`config.mk`:
```
export PLATFORM = sky130hd
export DESIGN_NAME = rtr_op_sw_arbiter
export DESIGN_NICKNAME = d
export VERILOG_FILES = /design/src/rtl/rtr_op_sw_arbiter.sv
export SDC_FILE = /design/constraint.sdc
export NUM_CORES = 1
export LEC_CHECK = 0
export CAP_MARGIN = 25
export CORE_UTILIZATION = 59
export CTS_CLUSTER_SIZE = 20
export DETAILED_ROUTE_END_ITERATION = 8
export PLACE_DENSITY = 0.88
export SYNTH_ARGS = -nofsm -noshare
export SYNTH_HDL_FRONTEND = slang
export SYNTH_SLANG_ARGS = --single-unit
```
`constraint.sdc`:
```
create_clock -name clk -period 12.2 [get_ports clk]
set_clock_uncertainty 0.05 [all_clocks]
set_input_delay 3.05 -clock clk [delete_from_list [all_inputs] [get_ports clk]]
set_output_delay 3.05 -clock clk [all_outputs]
set_load 0.02 [all_outputs]
```
`src/rtl/rtr_op_sw_arbiter.sv`:
```
// Per-output-port switch arbiter: round-robin among inputs whose route selects this
// output, wormhole locking from head to tail flit, and downstream credit tracking.
// Optional credit-stall statistic enabled by RTR_OP_SW_ARBITER_STALL_STATS_EN.
module rtr_op_sw_arbiter #(
    parameter int unsigned num_ports   = 5,
    parameter int unsigned buffer_size = 8,
    parameter int unsigned port_id     = 0,
    localparam int unsigned PW = (num_ports > 1) ? $clog2(num_ports) : 1,
    localparam int unsigned CW = $clog2(buffer_size + 1)
) (
    input  logic                 clk,
    input  logic                 reset,
    input  logic [0:num_ports-1] req_ip,
    input  logic [0:num_ports-1] req_head,
    input  logic [0:num_ports-1] req_tail,
    input  logic                 credit_in,
    output logic [0:num_ports-1] gnt_ip,
    output logic                 flit_valid,
    output logic                 locked,
    output logic [0:num_ports-1] lock_ip,
    output logic [CW-1:0]        credit_count,
    output logic [15:0]          stall_count,
    output logic [0:1]           errors
);

    typedef enum logic [0:0] {StIdle, StLocked} state_e;

    state_e               state_q, state_d;
    logic [PW-1:0]        ptr_q, ptr_d;
    logic [PW-1:0]        owner_q, owner_d;
    logic [CW-1:0]        credit_q, credit_d;
    logic [0:1]           errors_q;
    logic [0:num_ports-1] eff_req;
    logic [0:num_ports-1] gnt;
    logic [PW-1:0]        win, cand;
    logic                 found;
    logic                 grant_en;
    logic                 frame_err;
    logic                 credit_ovf;
    int                   search_idx;

    // Own-port requests are never served.
    always_comb begin
        eff_req          = req_ip;
        eff_req[port_id] = 1'b0;
    end

    // Grants are suppressed while reset is held or no downstream slot is free.
    assign grant_en = reset && (credit_q != '0);

    // Round-robin search: first requester at or after the pointer, with wrap.
    always_comb begin
        found      = 1'b0;
        win        = '0;
        cand       = '0;
        search_idx = 0;
        for (int k = 0; k < int'(num_ports); k++) begin
            search_idx = (int'(ptr_q) + k) % int'(num_ports);
            cand       = PW'(search_idx);
            if (!found && eff_req[cand]) begin
                found = 1'b1;
                win   = cand;
            end
        end
    end

    // Next-state, grant and framing-error decode.
    always_comb begin
        state_d   = state_q;
        ptr_d     = ptr_q;
        owner_d   = owner_q;
        gnt       = '0;
        frame_err = req_ip[port_id];
        unique case (state_q)
            StIdle: begin
                if (grant_en && found) begin
                    gnt[win] = 1'b1;
                    ptr_d    = (win == PW'(num_ports - 1)) ? '0 : win + PW'(1);
                    if (!req_head[win]) begin
                        frame_err = 1'b1;
                    end else if (!req_tail[win]) begin
                        state_d = StLocked;
                        owner_d = win;
                    end
                end
            end
            StLocked: begin
                if (grant_en && eff_req[owner_q]) begin
                    gnt[owner_q] = 1'b1;
                    if (req_head[owner_q]) frame_err = 1'b1;
                    if (req_tail[owner_q]) state_d = StIdle;
                end
            end
            default: state_d = StIdle;
        endcase
    end

    // Credit bookkeeping; a return at full count is dropped and flagged.
    always_comb begin
        credit_d   = credit_q;
        credit_ovf = 1'b0;
        if ((|gnt) && !credit_in) begin
            credit_d = credit_q - CW'(1);
        end else if (!(|gnt) && credit_in) begin
            if (credit_q == CW'(buffer_size)) credit_ovf = 1'b1;
            else                              credit_d   = credit_q + CW'(1);
        end
    end

    // State, pointer, credit and error registers.
    always_ff @(posedge clk or negedge reset) begin
        if (!reset) begin
            state_q  <= StIdle;
            ptr_q    <= '0;
            owner_q  <= '0;
            credit_q <= CW'(buffer_size);
            errors_q <= '0;
        end else begin
            state_q  <= state_d;
            ptr_q    <= ptr_d;
            owner_q  <= owner_d;
            credit_q <= credit_d;
            errors_q <= {credit_ovf, frame_err};
        end
    end

    // One-hot owner view, only while a packet holds the output.
    always_comb begin
        lock_ip = '0;
        if (state_q == StLocked) lock_ip[owner_q] = 1'b1;
    end

    assign gnt_ip       = gnt;
    assign flit_valid   = |gnt;
    assign locked       = (state_q == StLocked);
    assign credit_count = credit_q;
    assign errors       = errors_q;

`ifdef RTR_OP_SW_ARBITER_STALL_STATS_EN
    logic [15:0] stall_q;

    // Count cycles where someone wants the output but credits are exhausted.
    always_ff @(posedge clk or negedge reset) begin
        if (!reset) begin
            stall_q <= '0;
        end else if ((|eff_req) && (credit_q == '0) && (stall_q != 16'hFFFF)) begin
            stall_q <= stall_q + 16'd1;
        end
    end

    assign stall_count = stall_q;
`else
    assign stall_count = '0;
`endif

endmodule

```
# After elaboration in Yosys (flattened, before gate mapping)

Cells that the tools add are included.

Word-level logic and storage cells: 127
Output and inout bits: 34
Bits of input ports: 18
Register bits after elaboration: 13

Eq/ne operators: 3
Bitwise operators: 9
Multiplexer cells: 66
$lt $le $gt $ge: 9
$add $sub $neg: 7
Reduce and logical (&&, ||, !) cells: 23
Div/mod/pow operators: 5

Operator list:

| cell                                                                  | number |
|---|---|
| 32-bit by 4-bit modulo with 32-bit output (second input constant)     | 4 |
| 1-bit 2-to-1 mux                                                      | 39 |
| 4-bit by 4-bit modulo with 32-bit output (second input constant)      | 1 |
| 1-bit binary-select mux with 3-bit select                             | 10 |
| 4-bit >= comparator (second input constant)                           | 7 |
| 3-bit inverter with 4-bit output                                      | 7 |
| 3-bit 2-to-1 mux                                                      | 6 |
| 5-bit 2-to-1 mux                                                      | 3 |
| 4-bit 2-to-1 mux                                                      | 3 |
| 1-bit logical AND                                                     | 11 |
| 5-bit one-hot mux with 2 select lines                                 | 1 |
| 3-bit by 2-bit adder with 4-bit output (second input constant)        | 2 |
| 4-bit by 1-bit < comparator with 1-bit output (second input constant) | 2 |
| 1-bit demux with 3-bit select                                         | 2 |
| 1-bit zero test                                                       | 6 |
| 5-bit OR reduction                                                    | 1 |
| 3-bit by 1-bit adder with 4-bit output (second input constant)        | 1 |
| 3-bit by 3-bit adder with 4-bit output (second input constant)        | 1 |
| 4-bit by 1-bit adder with 4-bit output (second input constant)        | 1 |
| 4-bit == test (second input constant)                                 | 1 |
| 1-bit one-hot mux with 2 select lines                                 | 2 |
| 2-bit AND reduction                                                   | 2 |
| 4-bit AND reduction                                                   | 1 |
| 4-bit nonzero test                                                    | 1 |
| other kinds (6)                                                       | 7 |

# Depth between registers and ports, before layout

Gate-level depths: netlist (run 1).

Depth after elaboration: 30
Mapped depth: 32
Mapped depth without buffers: 29

# Least setup slack after synthesis (run 1)

No wires, ideal clock.

Path type: input to output
From: in req_ip[1] (netlist name)
To: out flit_valid
Path buffers: 1
Required time: 9100 ps
Setup slack: 3097 ps
Cell stages on the path: 11
Arrival: 6003 ps
Cells stage by stage: clkbuf_1 > mux2i_1 > o22ai_1 > o32ai_1 > nor4_4 > or4bb_1 > a311oi_1 > o21ai_2 > nand2_2 > o32ai_1 > or4_1

Longest elaborated chain between the ends: 24
Elaborated cells between the ends (all ways): 48
Classes of those cells: order compare (2); mux (33); bitwise (1); reduce/logical (12)

RTL lines:

| element                                                                                                    | RTL line | source |
|---|---|---|
| start: declaration                                                                                         | 13       | `input logic [0:num_ports-1] req_ip,` |
| 1-bit binary-select mux with 3-bit select                                                                  | 60       | `if (!found && eff_req[cand]) begin` |
| 1-bit 2-to-1 mux (implied by the code) (2 in a row)                                                        | 60       |  |
| 1-bit 2-to-1 mux                                                                                           | 60       |  |
| 1-bit zero test                                                                                            | 60       |  |
| 1-bit logical AND                                                                                          | 60       |  |
| 1-bit 2-to-1 mux                                                                                           | 60       |  |
| 1-bit zero test                                                                                            | 60       |  |
| 1-bit logical AND                                                                                          | 60       |  |
| [8 not listed]                                                                                             | n/a      |  |
| 4-bit >= comparator (implied by the code) or 4-bit by 1-bit < comparator with 1-bit output (tied branches) | 77       | `gnt[win] = 1'b1;` |
| 1-bit logical AND (implied by the code)                                                                    | 77       |  |
| 1-bit 2-to-1 mux (implied by the code)                                                                     | 77       |  |
| 1-bit demux with 3-bit select                                                                              | 77       |  |
| 5-bit 2-to-1 mux                                                                                           | 76       | `if (grant_en && found) begin` |
| 5-bit one-hot mux with 2 select lines *                                                                    | 74       | `unique case (state_q)` |
| via gnt_ip (one bit)                                                                                       | 17       | `output logic [0:num_ports-1] gnt_ip,` |
| 5-bit OR reduction *                                                                                       | 134      | `assign flit_valid = \|gnt;` |
| end: declaration                                                                                           | 18       | `output logic flit_valid,` |

Mark *: on every way through the listed nets, which the timed path passes. The rest lies on a longest branch. The select of a mux whose other input is x is not followed.

# Worst setup path in the final report (run 1)

From: in req_ip[1] (netlist name)
To: out flit_valid

Longest elaborated chain between the ends: 24
Elaborated cells between the ends (all ways): 48
Classes of those cells: order compare (2); mux (33); bitwise (1); reduce/logical (12)

RTL lines:

| element                                                                                                    | RTL line |
|---|---|
| 1-bit binary-select mux with 3-bit select                                                                  | 60 |
| 1-bit 2-to-1 mux (implied by the code) (2 in a row)                                                        | 60 |
| 1-bit 2-to-1 mux                                                                                           | 60 |
| 1-bit zero test                                                                                            | 60 |
| 1-bit logical AND                                                                                          | 60 |
| 1-bit 2-to-1 mux                                                                                           | 60 |
| 1-bit zero test                                                                                            | 60 |
| 1-bit logical AND                                                                                          | 60 |
| [7 not listed]                                                                                             | n/a |
| 3-bit inverter with 4-bit output (implied by the code)                                                     | 77 |
| 4-bit >= comparator (implied by the code) or 4-bit by 1-bit < comparator with 1-bit output (tied branches) | 77 |
| 1-bit logical AND (implied by the code)                                                                    | 77 |
| 1-bit 2-to-1 mux (implied by the code)                                                                     | 77 |
| 1-bit demux with 3-bit select                                                                              | 77 |
| 5-bit 2-to-1 mux                                                                                           | 76 |
| 5-bit one-hot mux with 2 select lines *                                                                    | 74 |
| 5-bit OR reduction *                                                                                       | 134 |

Every way passes the cells marked *; elsewhere a longest branch is shown, timed or not. The select of a mux whose other input is x is not followed.

==> impl_results.md, run 1 <==
- Mapped Area: 2920 sq um
- Synth-to-layout area growth: 11.35%
- Failing checks: DRC
- Initial Util: 0.6142
- Final Hold Fails: 0
- Required @ worst endpoint: 9100 ps
- Max FO, Critical Path: 10
- All-Layer GR Usage: 0.3013
- Initial antenna violation count: 0
- Crit path buf inv count: 2
- Fillers: 407
- CTS sink count: 13
- EDFF count, synth: 0
- Routability-driven placement congestion ratio: 0.9917
- Yosys top cell by area: dfrtp_1
- CTS tree: yes
- Die W: 72.36 um
- Drt pass-1 iters: 7
- Critical path data arrival time: 7160 ps
- Top cells by area, synth: dfrtp_1, ha_1, buf_4, a21oi_1, nand2_1
- Slowest CP cell: clkdlybuf4s50_1
- Hold WC Path Type: flop to flop
- Clk Latency, worst-skew pair: 250 ps
- Syn. warnings: 0
- Post-CTS sizing: 0
- Finished Layout Cells: 466
- Final period utilization: 0.8407
- H-Tree Depth: 1
- Delay-heaviest family, CP: simple AND/OR/NAND/NOR gates
- Max-slew violations: 0
- Max-capacitance violation count: 0
- Crit path launch type: primary input
- Worst-path cell chain: clkdlybuf4s50_1 > mux2i_1 > o22ai_1 > o32ai_1 > nor4_4 > or4bb_1 > a311oi_1 > o21ai_2 > nand2_2 > o32ai_1 > or4_1 > clkdlybuf4s50_1
- DR iter-0 viols: 259
- Worst-Margin Slew: 701.7 ps
- DR WL/cell: 17.08 um
- Max-slew headroom: 0.5261
- Avg Inst Size Synth: 7.767 sq um
- Reg clk slew, reported paths: 50 ps
- Number of global-route vias before repair: 2518
- Postcts setup bufs: 0
- RSZ-0062 raised after global routing: false
- Dpl cell area: 3207 sq um
- Main flop type after synthesis: dfrtp_1
- Share of cells above drive strength 1: 0.09774
- Drt via density: 6.380
- Num CTS Buffers: 3
- Maximum root-to-sink buffer count: 2
- Placed Instances: 462
- Dpl hpwl: 6208 um
- Synth top area share: 0.1028
- Post-route ant nets: 0
- Status: finished with violations
- Largest net degree at the start of global routing: 35
- Seq cells post-synth: 13
- Count leader, synth: nand2_1
- Async S/R FF share, synth: 1.000
- Max Freq: 97.50 MHz
- Final Util: 0.6839
- CP endpoint kind: primary output
- Hold-fix buffers, CTS: 0
- Die Ht: 72.36 um
- Core area: 4755 sq um
- Final min period: 10260 ps
- Setup TNS Final: 0 ps
- Boundary Pins: 52
- First-pass GRT wire length: 12540 um
- DRC errors left: 1
- Final setup fails: 0
- Ant. Diodes: 0
- Total detailed-routing wirelength: 7960 um
- Mapped Cells: 376
- Number of port buffers: 34
- Layout Nets: 443
- # rows: 25
- Slowest stage delay, CP: 730 ps
- Vias: 2973
- Kind of critical path: primary input to primary output
- Global route overflow: 0
- Sequential area share after synthesis: 0.1118
- Full die area: 5235 sq um
- Fin area: 3252 sq um
- Synth cell count leaders: nand2_1, ha_1, a21oi_1
- Yosys cell types: 88
- Clock Tree Root: clkbuf_8
==> cell type report <==
class	instances	area (sq um)	share of cell area
clock buffer	4	45.04	0.01385
inverter	23	86.33	0.02655
multi-input combinational	324	2362	0.7264
sequential	13	326.6	0.1004
tap	67	83.83	0.02578
timing repair buffer	35	347.8	0.1070
==> placed cells by master (no fill, tap or decap), types with 5 or more instances in the layout <==
cell and instances:
a211oi_1 5, a21o_1 5, a21oi_1 21, a311oi_1 6
and3_1 11, clkdlybuf4s50_1 34, conb_1 17, dfrtp_1 12
ha_1 24, inv_1 20, mux2_2 5, mux2i_1 7
nand2_1 28, nand2b_1 10, nand3_1 10, nor2_1 17
nor2b_1 9, nor3_1 14, o21ai_0 14, o32ai_1 5
xnor2_1 5
==> flip-flops by register name (all words and copies together), names as in the netlist <==
signal / flops
credit_count: 4
owner_q: 3
errors: 2
locked: 1
ptr_q: 3
==> per-layer routing <==
metal | part of all wire | global-route usage
met1 | 0.46 | 0.4372
met4 | 0.0064 | 0.04139
met5 | 0 | 0
met3 | 0.065 | 0.02917
met2 | 0.47 | 0.4933
==> worst paths after layout <==
kind / end / cells past startpoint / startpoint / slack [ps]
worst max-delay path: flit_valid / 12 / req_ip[1] / 1940
worst min-delay path: credit_count[3]$_DFFE_PN1P_ / 1 / credit_count[3]$_DFFE_PN1P_ / 500
worst max register to register: credit_count[3]$_DFFE_PN1P_ / 29 / ptr_q[0]$_DFFE_PN0P_ / 4690
worst min register to register: credit_count[3]$_DFFE_PN1P_ / 1 / credit_count[3]$_DFFE_PN1P_ / 500
max in group asynchronous: credit_count[3]$_DFFE_PN1P_ / 1 / reset / 8590
min in group asynchronous: credit_count[1]$_DFFE_PN0P_ / 1 / reset / 3120
==> per-stage QoR <==
| stage | setup WS [ps] | hold slack (ps) |
|---|---|---|
| 2_1_floorplan | 3097 | 520.7 |
| 3_3_place_gp | 2159 | 485.9 |
| 3_5_place_dp | 2030 | 497.9 |
| 4_1_cts | 2031 | 502.8 |
| 5_1_grt | 1757 | 524.6 |
| 6_report | 1943 | 501.9 |
==> kinds of logic (layout without fill, tap and decap cells) <==
| kind of cell | count (synthesis) | in the layout | share of synthesized area |
|---|---|---|---|
| flops | 13 | 13 | 0.1118 |
| mux | 16 | 16 | 0.06641 |
| buf+inv | 55 | 62 | 0.09983 |
| fa+ha+maj | 25 | 25 | 0.1097 |
| compound gates | 120 | 120 | 0.3128 |
| xor+xnor | 9 | 9 | 0.02699 |
| other cells | 1 | 17 | 0.001284 |
| simple gates | 137 | 137 | 0.2712 |
Power of run 1 is not shown: default switching activity piles up to over one toggle a cycle in this logic, so the estimate is an artifact.
==> run 2, diff against run 1 <==
CORE_UTILIZATION = 49   (was 59)
PLACE_DENSITY = 0.78   (was 0.88)
clock period = 9.06 ns   (was 12.2 ns; I/O delays follow)
==> run 2 against run 1 <==
Compared with the run above: the flow now finishes without violations; count of clock-buffer cells in the layout unchanged; utilization down 9.4 points; first-iteration DRC count up 14%; cell area up 2.3%; flip-flop and latch count unchanged; register-to-register slack worse by 2400 ps; via count up 1.0%; global-route usage down 3.8 points; die area up 20%; routed wire length down 1.0%; critical endpoint unchanged; cell count up 3.0%; worst hold slack worse by 0.97 ps.
==> impl_results.md, run 2 (synthesized netlist as in run 1, its figures left out) <==
- Max-slew headroom: 0.5376 (+0.01152)
- First-pass GRT wire length: 13340 um (+6.4%)
- Number of flip-flops in the largest register: 4 (unchanged)
- Layout Nets: 452 (+2.0%)
- Share of cells above drive strength 1: 0.1176 (+0.01990)
- Global route overflow: 0 (unchanged)
- Synth-to-layout area growth: 13.88%
- CP endpoint kind: primary output
- Die Ht: 79.20 um (+9.5%)
- FF-to-FF setup slack: 2280 ps (-2410 ps)
- Final setup fails: 0 (unchanged)
- Initial Util: 0.5176 (-0.09658)
- CTS tree: yes
- Max-capacitance violation count: 0 (unchanged)
- Most frequent cells in the layout: clkdlybuf4s50_1, nand2_1, ha_1
- Clk Latency, worst-skew pair: 240 ps (about the same)
- Largest net degree at the start of global routing: 34 (-2.9%)
- All-Layer GR Usage: 0.2628 (-0.03847)
- Clock Tree Root: clkbuf_8
- Total detailed-routing wirelength: 7879 um (-1.0%)
- Kind of critical path: flop to primary output
- Commonest non-fill, non-tap cell in the layout: clkdlybuf4s50_1
- Status: complete, no violations
- Full die area: 6273 sq um (+20%)
- Postcts setup bufs: 0 (unchanged)
- Final min period: 8542 ps
- Post-route ant nets: 0 (unchanged)
- Post-CTS sizing: 0 (unchanged)
- CTS sink count: 13 (unchanged)
- Worst-case reg-to-reg path depth: 29 (unchanged)
- Num CTS Buffers: 3 (unchanged)
- Final Hold Fails: 0 (unchanged)
- Max-slew violations: 0 (unchanged)
- # rows: 27 (+8.0%)
- RSZ-0062 raised after global routing: false
- DR WL/cell: 16.41 um (-3.9%)
- Core area: 5642 sq um (+19%)
- Routability-driven placement congestion ratio: 0.9321 (-6.0%)
- DR iter-0 viols: 294 (+14%)
- DRC errors left: 0 (-1)
- Number of port buffers: 34 (unchanged)
- Final period utilization: 0.9429
- Hold WC Path Type: flop to flop
- H-Tree Depth: 1 (unchanged)
- Worst-Margin Slew: 684.7 ps (-17.06 ps)
- Worst Hold Path Cells: 1 (unchanged)
- Required @ worst endpoint: 6750 ps (-2350 ps)
- Die W: 79.20 um (+9.5%)
- Dpl hpwl: 6215 um (+0.11%)
- Hold-fix buffers, CTS: 0 (unchanged)
- Critical path data arrival time: 6230 ps (-930 ps)
- Setup TNS Final: 0 ps (unchanged)
- Max FO, Critical Path: 8 (-2)
- Hold_sp: credit_count[3]$_DFFE_PN1P_
- Drt pass-1 iters: 6 (-1)
- Maximum root-to-sink buffer count: 2 (unchanged)
- Reg clk slew, reported paths: 50 ps (about the same)
- Reg-to-reg endpoint: credit_count[3]$_DFFE_PN1P_
- Drt via density: 6.256 (-1.9%)
- Initial antenna violation count: 0 (unchanged)
- Crit path launch type: flop
- Number of global-route vias before repair: 2775 (+10%)
- Ant. Diodes: 0 (unchanged)
- Vias: 3003 (+1.0%)
- Max Freq: 117.1 MHz
- Boundary Pins: 52 (unchanged)
- R2R Path Start: ptr_q[0]$_DFFE_PN0P_
- Hold endpoint: credit_count[3]$_DFFE_PN1P_
## run 2: worst max-delay path by stage
stage	slack, ps	end	from	cells past startpoint
after floorplan	1230	flit_valid	ptr_q[0]$_DFFE_PN0P_	24
after global placement	640	flit_valid	req_ip[1]	12
after detailed placement	550	flit_valid	req_ip[1]	12
after CTS	520	flit_valid	ptr_q[0]$_DFFE_PN0P_	23
after global routing	40	flit_valid	ptr_q[1]$_DFFE_PN0P_	23
final	520	flit_valid	ptr_q[0]$_DFFE_PN0P_	23
## run 2: cell type report
cell class	instances	area, sq um
flip-flops and latches	13	326.6
fillers	507	2316
clock buffers	4	45.04
multi-input cells	324	2362
inverters	23	86.33
repair buffers	44	415.4
well taps	72	90.09
## run 2: layer usage
layer,track usage,share of wire
met3,0.02184,0.057
met2,0.4207,0.45
met1,0.3742,0.47
met4,0.07273,0.023
met5,0,0
## run 2: stage by stage
stage	hold WS [ps]	instances	instance area (sq um)	utilization	worst slack (ps)
2_1_floorplan	520.7	392	2980	-	1226
3_3_place_gp	485.3	476	3281	0.5815	641.6
3_5_place_dp	495.2	476	3281	0.5815	553.9
4_1_cts	509.4	480	3326	0.5895	522.1
5_1_grt	521.1	480	3326	0.5895	35.81
6_report	501.0	480	3326	0.5895	517.6
## run 2: worst max-delay path, stage by stage, from the launching register on
cell	delay (ps)
dfrtp_1	380
inv_2	60
ha_1	320
inv_1	80
ha_1	330
inv_1	80
ha_1	190
or3_4	370
nand2_1	100
xnor2_1	190
ha_1	340
nand2b_1	160
and3_1	240
a21boi_0	140
nor4_1	360
buf_4	190
nor3_2	70
or4bb_1	510
a311oi_1	350
o21ai_2	160
nand2_2	140
o32ai_1	140
or4_1	550
clkdlybuf4s50_1	560
Power of run 2 is left out for the same reason.
==> run 3, diff against run 2 <==
CELL_PAD_IN_SITES_DETAIL_PLACEMENT = 0   (was not set)
CELL_PAD_IN_SITES_GLOBAL_PLACEMENT = 1   (was not set)
CORE_UTILIZATION = 36   (was 49)
PLACE_DENSITY = not set   (was 0.78)
PLACE_DENSITY_LB_ADDON = 0.1   (was not set)
==> run 3 against run 2 <==
Compared with the run above: cell area rose by 0.90%; first-iteration DRC count is 38% lower; via count shrank 1.4%; sequential share of layout area decreased by 0.088 points; cell count is 6.0% higher; worst hold slack gained 1.7 ps; die area rose by 35%; critical path depth is 11 lower; register-to-register slack improved by 90 ps; utilization decreased by 16 points; fmax fell by 0.54%; largest cell class unchanged; highest routed layer unchanged.
==> impl_results.md, run 3 (synthesized netlist as in run 1, its figures left out) <==
- Clk Latency, worst-skew pair: 250 ps (about the same)
- # rows: 32 (+19%)
- CP endpoint kind: primary output
- All-Layer GR Usage: 0.1985 (-0.06432)
- Initial Util: 0.3760 (-0.1417)
- Delay-heaviest family, CP: simple AND/OR/NAND/NOR gates
- FF-to-FF setup slack: 2370 ps (+90 ps)
- Commonest non-fill, non-tap cell in the layout: clkdlybuf4s50_1
- Drt via density: 5.819 (-7.0%)
- DR WL/cell: 16.30 um (-0.71%)
- Final min period: 8589 ps (+46.69 ps)
- Number of port buffers: 34 (unchanged)
- Worst Hold Path Cells: 1 (unchanged)
- CTS sink count: 13 (unchanged)
- Number of flip-flops in the largest register: 4 (unchanged)
- R2R Path Start: ptr_q[1]$_DFFE_PN0P_
- Hold Slack: 502.7 ps (+1.683 ps)
- Max FO, Critical Path: 10 (+2)
- Max-capacitance violation count: 0 (unchanged)
- Largest net degree at the start of global routing: 34 (unchanged)
- Share of cells above drive strength 1: 0.1155 (-0.002168)
- Critical path data arrival time: 6270 ps (+40 ps)
- DR iter-0 viols: 183 (-38%)
- Status: complete, no violations
- Die Ht: 92.07 um (+16%)
- Crit path buf inv count: 2 (-3)
- Slowest CP cell: clkdlybuf4s50_1
- Final setup fails: 0 (unchanged)
- Worst-Margin Slew: 834.0 ps (+149.3 ps)
- Final period utilization: 0.9480 (+0.005153)
- Routability-driven placement congestion ratio: 0.8977 (-3.7%)
- Boundary Pins: 52 (unchanged)
- Worst-path cell chain: clkdlybuf4s50_1 > mux2i_1 > o22ai_1 > o32ai_1 > nor4_4 > or4bb_1 > a311oi_1 > o21ai_2 > nand2_2 > o32ai_1 > or4_1 > clkdlybuf4s50_1
- Ant. Diodes: 0 (unchanged)
- Dpl hpwl: 6579 um (+5.9%)
- Worst-case reg-to-reg path depth: 29 (unchanged)
- Hold-fix buffers, CTS: 0 (unchanged)
- Hold endpoint: credit_count[3]$_DFFE_PN1P_
- Synth-to-layout area growth: 14.91%
- First-pass GRT wire length: 13570 um (+1.8%)
- Maximum root-to-sink buffer count: 2 (unchanged)
- Slowest stage delay, CP: 680 ps (+120 ps)
- Full die area: 8476 sq um (+35%)
- Critical Path Start: req_ip[1]
- Register Area: 326.6 sq um (unchanged)
- Setup TNS Final: 0 ps (unchanged)
- Initial antenna violation count: 0 (unchanged)
- Global route overflow: 0 (unchanged)
- Number of global-route vias before repair: 2620 (-5.6%)
- Die W: 92.07 um (+16%)
- Multi-input logic area: 2362 sq um (unchanged)
- Post-route ant nets: 0 (unchanged)
- Kind of critical path: primary input to primary output
- Max Freq: 116.4 MHz (-0.54%)
- RSZ-0062 raised after global routing: false
- Post-CTS sizing: 0 (unchanged)
- Max-slew violations: 0 (unchanged)
- Crit path launch type: primary input
- Total detailed-routing wirelength: 8296 um (+5.3%)
- Reg-to-reg endpoint: credit_count[3]$_DFFE_PN1P_
- Clock Tree Root: clkbuf_8
- Hold_sp: credit_count[3]$_DFFE_PN1P_
- Most frequent cells in the layout: clkdlybuf4s50_1, nand2_1, ha_1
- Reg clk slew, reported paths: 50 ps (about the same)
- Layout Nets: 451 (-0.22%)
- DRC errors left: 0 (unchanged)
- Postcts setup bufs: 0 (unchanged)
- Core area: 7767 sq um (+38%)
- CTS tree: yes
- Fillers: 785 (+55%)
- H-Tree Depth: 1 (unchanged)
- Hold WC Path Type: flop to flop
- Max-slew headroom: 0.4367 (-0.1008)
- Final Hold Fails: 0 (unchanged)
- Vias: 2962 (-1.4%)
- Required @ worst endpoint: 6750 ps (about the same)
- Drt pass-1 iters: 5 (-1)
- Num CTS Buffers: 3 (unchanged)
[run 3: worst max-delay path by stage]
stage | end | slack [ps] | cells after the start
global placement | flit_valid | 570 | 12
finish | flit_valid | 470 | 12
global route | flit_valid | 100 | 23
detailed placement | flit_valid | 500 | 12
floorplan | flit_valid | 1230 | 24
CTS | flit_valid | 500 | 12
[run 3: metrics by stage]
stage	cells	setup WS (ps)	instance area (sq um)	utilization
3_3_place_gp	505	570.3	3311	0.4262
4_1_cts	509	502.4	3356	0.4320
2_1_floorplan	392	1226	2980	-
6_report	509	470.9	3356	0.4320
5_1_grt	509	103.0	3356	0.4320
3_5_place_dp	505	504.5	3311	0.4262
[run 3: final cells by class]
cell class              count  share of cell area
repair buffers             43              0.1216
flip-flops and latches     13             0.09732
clock buffers               4             0.01342
well taps                 102             0.03803
inverters                  23             0.02573
multi-input cells         324              0.7040
[run 3: layer usage]
| layer | GRT usage | wire [um] | up-vias |
|---|---|---|---|
| li1 | - | - | 1457 |
| met1 | 0.2896 | 4163 | 1408 |
| met2 | 0.3190 | 3725 | 86 |
| met3 | 0.02156 | 333 | 11 |
| met4 | 0.02734 | 72 | 0 |
| met5 | 0 | 0 | - |
Power of run 3 is left out for the same reason.
